--- config.mk ---
export PLATFORM = sky130hd
export DESIGN_NAME = lcd_msg_scheduler
export DESIGN_NICKNAME = d
export VERILOG_FILES = /design/src/rtl/lcd_msg_scheduler.sv
export SDC_FILE = /design/constraint.sdc
export NUM_CORES = 1
export LEC_CHECK = 0
export CAP_MARGIN = 10
export CORE_MARGIN = 2
export CORE_UTILIZATION = 48
export DETAILED_ROUTE_END_ITERATION = 12
export GPL_ROUTABILITY_DRIVEN = 0
export PLACE_DENSITY = 0.85
export SLEW_MARGIN = 30
export SYNTH_ARGS = -nofsm -noshare
export SYNTH_HDL_FRONTEND = slang
export SYNTH_SLANG_ARGS = --single-unit
--- constraint.sdc ---
create_clock -name clk -period 2.1 [get_ports clk]
set_input_delay 0.525 -clock clk [delete_from_list [all_inputs] [get_ports clk]]
set_output_delay 0.525 -clock clk [all_outputs]
set_load 0.02 [all_outputs]
--- src/rtl/lcd_msg_scheduler.sv ---
// Fixed-priority scheduler that picks one of four display requests for the LCD.
// Each granted code is held for HOLD_CYCLES; requester 0 may cut a foreign hold short.
module lcd_msg_scheduler #(
  parameter int unsigned HOLD_CYCLES = 50000000,
  parameter int unsigned CNT_W       = 26,
  parameter logic [7:0]  IDLE_CODE   = 8'h00
) (
  input  logic        clk,
  input  logic        reset,
  input  logic [3:0]  req,
  input  logic [31:0] req_code,
  output logic [7:0]  state_out,
  output logic [3:0]  grant,
  output logic [1:0]  owner,
  output logic        holding,
  output logic [3:0]  pending,
  output logic        overwrite
);

  typedef enum logic [0:0] {StIdle, StHold} state_e;

  state_e             state_q, state_d;
  logic [CNT_W-1:0]   cnt_q, cnt_d;
  logic [7:0]         disp_q, disp_d;
  logic [1:0]         owner_q, owner_d;
  logic [3:0]         grant_q, grant_d;
  logic [3:0]         pend_q, pend_d;
  logic [7:0]         code_q [4];
  logic [7:0]         code_d [4];
  logic               ovw_q, ovw_d;

  logic [1:0]         win;
  logic               preempt;
  logic               load;
  logic               hold_done;

  always_comb begin
    win = 2'd0;
    for (int i = 3; i >= 0; i--) begin
      if (pend_q[i]) win = 2'(i);
    end
  end

  assign preempt   = (state_q == StHold) && pend_q[0] && (owner_q != 2'd0);
  assign load      = ((state_q == StIdle) && (pend_q != 4'd0)) || preempt;
  assign hold_done = (state_q == StHold) && (cnt_q == CNT_W'(HOLD_CYCLES - 1));

  // State register
  always_ff @(posedge clk or negedge reset) begin
    if (!reset) state_q <= StIdle;
    else        state_q <= state_d;
  end

  // Next-state logic
  always_comb begin
    state_d = state_q;
    unique case (state_q)
      StIdle: if (load) state_d = StHold;
      StHold: if (!preempt && hold_done) state_d = StIdle;
      default: state_d = StIdle;
    endcase
  end

  // Output / datapath next-state logic
  always_comb begin
    cnt_d   = cnt_q;
    disp_d  = disp_q;
    owner_d = owner_q;
    grant_d = 4'd0;
    pend_d  = pend_q;
    ovw_d   = 1'b0;
    for (int i = 0; i < 4; i++) code_d[i] = code_q[i];

    if (load) begin
      cnt_d        = '0;
      disp_d       = code_q[win];
      owner_d      = win;
      grant_d[win] = 1'b1;
      pend_d[win]  = 1'b0;
    end else if (hold_done) begin
      cnt_d = '0;
    end else if (state_q == StHold) begin
      cnt_d = cnt_q + 1'b1;
    end

    // A new request always wins over a same-edge grant of its slot.
    for (int i = 0; i < 4; i++) begin
      if (req[i]) begin
        if (pend_q[i] && !(load && (win == 2'(i)))) ovw_d = 1'b1;
        pend_d[i] = 1'b1;
        code_d[i] = req_code[8*i +: 8];
      end
    end
  end

  always_ff @(posedge clk or negedge reset) begin
    if (!reset) begin
      cnt_q   <= '0;
      disp_q  <= IDLE_CODE;
      owner_q <= 2'd0;
      grant_q <= 4'd0;
      pend_q  <= 4'd0;
      ovw_q   <= 1'b0;
      for (int i = 0; i < 4; i++) code_q[i] <= 8'h00;
    end else begin
      cnt_q   <= cnt_d;
      disp_q  <= disp_d;
      owner_q <= owner_d;
      grant_q <= grant_d;
      pend_q  <= pend_d;
      ovw_q   <= ovw_d;
      for (int i = 0; i < 4; i++) code_q[i] <= code_d[i];
    end
  end

  assign state_out = disp_q;
  assign owner     = owner_q;
  assign grant     = grant_q;
  assign pending   = pend_q;
  assign overwrite = ovw_q;
  assign holding   = (state_q == StHold);

endmodule

==> reports/results.ini <==
[synth]
ys.flop_type=dfrtp_1
ys_ff_latch=78
yosysTopAreaCellShare_pct=53.55
synth_cells=334
yosys-top-cells-count=dfrtp_1, mux2_2, nor2_1
yosysMostFrequentCell=dfrtp_1
yosys_warnings=0
syn_area_per_cell_sq_um=10.91
synth_area_sq_mm=0.003645
ys_seq_area_share_pct=53.55
synthTopCellsByArea=dfrtp_1, mux2_2, a21oi_1
async_flop_share_pct=100.0
yosysTopAreaCell=dfrtp_1
synth_edf_count=0
synth.distinct_cells=41
syn-num-nets=373

[timing]
hold_viol=0
fin_tns_setup_ps=-987.8
clock_skew_ps=17.02
fin_ws_ps=-99.74
fin_crit_sh_pct=104.7
tightest_slew_ps=544.4
period_minus_slack_ps=2200
holdWs_ps=98.37
fmax_ghz=0.4546
slew_violations=0
rsz0062_at_grt=yes
timing.slew.headroom_pct=63.60
setup_viol_count_final=19

[grt]
antenna_found_initial=0
grt_use_total_pct=23.34
grt_first_pass_wirelength_mm=15.45
grt-ovfl-total=0
first_global_vias=3214
grt_max_degree=34

[place]
dp_hpwl_mm=6.371
dp.cells=497
placed_area_sq_mm=0.004486
port_buffers=57

[pwr]
p_comb_share_pct=36.8
p_sw_mw=1.571
seqPwrFrac_pct=38.8
power.leakage_nw=2.052
netSwitchingFraction_pct=32.82
peakVddDrop_uv=610.9
p_int_mw=3.215
p_clk_share_pct=24.4
p_per_area_mw_per_mm2=977.3

[die]
rows=31
die_area_sq_mm=0.008307
die_h_um=91.14
initial_utilization_pct=49.98
core_sq_mm=0.007292
ios=58
fp.dieW_um=91.14

[worst_setup_path]
critical_path.max_fanout=5
reg2regPathDepth=7
arrival_ps=2450
critPathLaunchType=flip-flop
r2r-start=cnt_q[16]
critPathCaptureType=flip-flop
r2r_slack_ps=-100
crit_type=reg2reg
critical_path_required_ps=2350
worstReg2RegEnd=cnt_q[23]

[drt]
routed_wl_mm=9.494
drtIter0Drc=229
ant_nets=0
wl_per_cell_um=18.19
vias=3141
routed_via_density=6.017
firstDrtPassIters=5
drc_errors=0

[clock_network]
cts_inserted_buffers=9
cts_tree=yes
clk_pin_slew_ps=90
clk_path_buf_depth=2
cts_hold_buf=0
clock_latency_ps=360
clkSinkCount=78
ctsRootBufferMaster=clkbuf_8
cts.htree.levels=3

[cells_and_area]
drive_gt1_share_pct=25.53
layout.nets=457
antennaDiodeCount=0
final_area_sq_mm=0.004897
syn_to_final_growth_pct=34.36
instances_no_fill=522
fin_util_pct=67.16

[outcome]
status=finished with violations
violations=setup timing

[hold_path]
hp-class=in2async

[flow_run]
drv_cap=0

## power by group through the flow
stage	sequential (mW)	clock [mW]	combinational, mW
after global placement	1.87	0	1.41
after global routing	1.88	1.24	1.89
after floorplan	1.98	0	0.723
final	1.86	1.17	1.76
after detailed placement	1.88	0	1.47
after CTS	1.85	1.18	1.65
## final cells by class
| type | instances | area (sq um) |
|---|---|---|
| fillers | 536 | 2395 |
| well taps | 99 | 123.9 |
| clock inverters | 6 | 68.82 |
| multi-input cells | 229 | 1645 |
| clock buffers | 10 | 137.6 |
| flip-flops and latches | 78 | 1953 |
| inverters | 4 | 15.01 |
| repair buffers | 96 | 953.4 |
## timing repair
item / CTS / global route
buffers inserted: 1 / 6
gates cloned: 2 / 0
setup endpoints to repair: 8 / 25
hold endpoints to repair: 0 / 0
pin swaps: 3 / 5
gates resized for setup: 6 / 15
## layout by cell type, fill, tap and decap left out, types with 3 or more instances in the layout
master and n:
mux2_2 33, nand3_1 18, and3_1 3, a21oi_2 3, a21o_1 5, and4_1 5, a22o_1 11, clkbuf_8 10
a31oi_1 16, buf_4 31, nand4_1 11, o211ai_1 6, inv_1 4, a21oi_1 18, dfrtp_1 77, nor2_1 24
o21ai_0 5, nand2b_1 6, buf_6 4, and2_1 6, nand2_1 18, nor3_1 4, a221oi_1 8, clkdlybuf4s50_1 56
## cell families (layout without fill, tap and decap cells)
family	count (synthesis)	count (layout)	synth area share (%)
DFF	78	78	53.55
and+or+nand+nor	113	113	17.03
AOI/OAI and AO/OA	81	81	15.31
muxes	34	34	10.47
adders and majority gates	1	1	0.3432
buffers and inverters	27	116	3.295
## worst max path at each step
stage | startpoint | endpoint | slack (ps) | depth (start not counted)
detailed placement | cnt_q[24] | cnt_q[23] | -70 | 6
CTS | cnt_q[8] | cnt_q[23] | -7 | 6
global route | cnt_q[24] | cnt_q[16] | -170 | 7
global placement | cnt_q[16] | cnt_q[11] | 40 | 6
floorplan | cnt_q[16] | cnt_q[25] | 80 | 6
finish | cnt_q[16] | cnt_q[23] | -100 | 7
## critical path: stages, from the launching register on
cell and delay, ps:
dfrtp_1 390, or4b_4 550, nor4_4 280, buf_4 170, a21oi_4 90, buf_12 170, and3_4 160, a221o_1 260
## metrics by stage
step	power (mW)	setup WS (ps)
after floorplan	2.703	75.90
after global placement	3.279	36.47
after detailed placement	3.353	-73.28
after CTS	4.681	-7.289
after global routing	5.009	-172.4
final	4.786	-99.74
## sequential cells by signal (all words and copies together) (netlist names)
signal and flops:
code_q 32, cnt_q 26, state_out 8, grant 4, pending 4, owner 2, holding 1, overwrite 1
## per-layer routing
metal	vias up	track usage [%]	wire (um)
li1	1423	-	-
met1	1557	28.47	3798
met2	142	39.57	4900
met3	19	5.809	608
met4	0	9.596	187
met5	-	0	0
Power figures use the tool's default switching activity.
==> patch: new RTL, same flow settings <==
Change the parameter `CNT_W` from 26 to 52.
--- a/src/rtl/lcd_msg_scheduler.sv
+++ b/src/rtl/lcd_msg_scheduler.sv
@@ -2,7 +2,7 @@
 // Each granted code is held for HOLD_CYCLES; requester 0 may cut a foreign hold short.
 module lcd_msg_scheduler #(
   parameter int unsigned HOLD_CYCLES = 50000000,
-  parameter int unsigned CNT_W       = 26,
+  parameter int unsigned CNT_W       = 52,
   parameter logic [7:0]  IDLE_CODE   = 8'h00
 ) (
   input  logic        clk,
Check against the original RTL: no difference found for any inputs over 10 cycles, from zero or initial values and one cycle with reset low; that may be too few to reach the edited logic, so the function may still have changed.
==> patch against the original RTL <==
- the run still ends with setup timing left
- setup slack got worse by 220 ps
- combinational power is 23% higher
- non-clock buffer count grew 72
- final area rose by 50%
- via count is 77% higher
- sequential cell count is 26 higher
- routed wire length rose by 84%
- area after synthesis is 43% higher
- clock power grew 5%
- power grew 20%
- count of clock-buffer cells in the layout unchanged
- largest cell class is now multi-input combinational cells
- highest routed layer unchanged
==> patch: results (changes against the original RTL) <==
[metrics] crit path max-delay cell type: sky130_fd_sc_hd__or4b_1
[metrics] met3 layer wire length in the routed design: 1770 um (+190%)
[metrics] setup violation total in the final timing report: 51 (+32)
[metrics] final worst setup slack: -315 ps (-216 ps)
[metrics] fraction of area in multi-input gates: 37.4% (+3.8 points)
[metrics] Synth Register Bits: 104 (+33%)
[metrics] nonclk inv count: 10 (+6)
[metrics] depth of the worst register-to-register path: 8 (+1)
[metrics] GRT Total Usage: 27.9% (+4.6 points)
[metrics] violated checks: setup timing
[metrics] Area contributors post-synth: sky130_fd_sc_hd__dfrtp_1 (50%), sky130_fd_sc_hd__mux2_2 (6.9%), sky130_fd_sc_hd__nand2_1 (4.5%), sky130_fd_sc_hd__a31oi_1 (3.7%), sky130_fd_sc_hd__o21ai_0 (3.0%)
[metrics] summed negative setup slack over all endpoints: -10,410 ps (-9430 ps)
[metrics] total of cells resized after clock tree synthesis: 21 (+15)
[metrics] Multi-input gate area: 2740 sq um (+67%)
[metrics] register name with the most flops: cnt_q
[metrics] register fraction of the total cell area: 35.5% (-4.4 points)
[metrics] status: complete, but fails checks
[metrics] post-synth cell types: 47 (+15%)
[metrics] Multi-Input Combinational: 391 (+71%)
[metrics] Adder-Cell Fraction of Synth Area: 0.241% (-0.10 points)
[metrics] P_leak: 3.17 nW (+55%)
[metrics] Mapped Nets: 575 (+54%)
[metrics] wire length on met2: 8490 um (+73%)
[metrics] worst slack at placement: -340 ps (-267 ps)
[metrics] DPL Wire Length: 10,800 um (+69%)
[metrics] DRC marker count from the first detailed-route iteration: 779 (+240%)
[metrics] proportion of layout cells with a drive suffix above 1: 32.1% (+6.5 points)
[metrics] wire length of the first global-routing pass: 25,400 um (+65%)
[metrics] Commonest cells post-synth: sky130_fd_sc_hd__dfrtp_1 (104), sky130_fd_sc_hd__nand2_1 (63), sky130_fd_sc_hd__mux2_2 (32), sky130_fd_sc_hd__a31oi_1 (31), sky130_fd_sc_hd__o21ai_0 (31)
[metrics] placed cell area: 6650 sq um (+48%)
[metrics] DR WL/cell: 21.1 um (+16%)
[metrics] maximum fanout along the worst path: 10 (+5)
[metrics] share of synthesized area spent on multiplexers: 7.31% (-3.2 points)
[metrics] number of flip-flops under the largest register name: 52 (+63%)
[metrics] FP Rows: 38 (+23%)
[metrics] via count: 5,556 (+77%)
[metrics] number of cells after detailed placement: 798 (+61%)
[metrics] proportion of final cell area spent on non-clock buffers: 21.7% (+2.2 points)
[metrics] non-clock buffer total of the final layout: 168 (+75%)
[metrics] worst skew pair latency: 380 ps (+20 ps)
-- patch: report_power, final --
part           internal, mW  switching, mW
clock network         0.462          0.771
registers              2.22          0.147
logic                  1.05           1.11
total                  3.73           2.03
-- patch: worst min-delay path by stage --
stage          depth (start not counted)  slack [ps]                       end
2_1_floorplan                          0         230      cnt_q[0]$_DFFE_PN0P_
3_3_place_gp                           1         420    code_q[30]$_DFFE_PN0P_
3_5_place_dp                           1         420  state_out[6]$_DFFE_PN0P_
4_1_cts                                1          10    code_q[19]$_DFFE_PN0P_
5_1_grt                                1           1    code_q[24]$_DFFE_PN0P_
6_report                               1           5    code_q[19]$_DFFE_PN0P_
-- patch: layer usage --
| layer | global-route usage (%) | vias up |
|---|---|---|
| met2 | 46.2 | 467 |
| met1 | 36.2 | 2671 |
| met5 | 0 | - |
| met4 | 10.9 | 0 |
| li1 | - | 2309 |
| met3 | 5.79 | 109 |
-- patch: logic make-up after synthesis --
logic type	after synthesis
simple gates	212
compound gates	143
flops	104
buf+inv	42
mux	34
fa+ha+maj	1
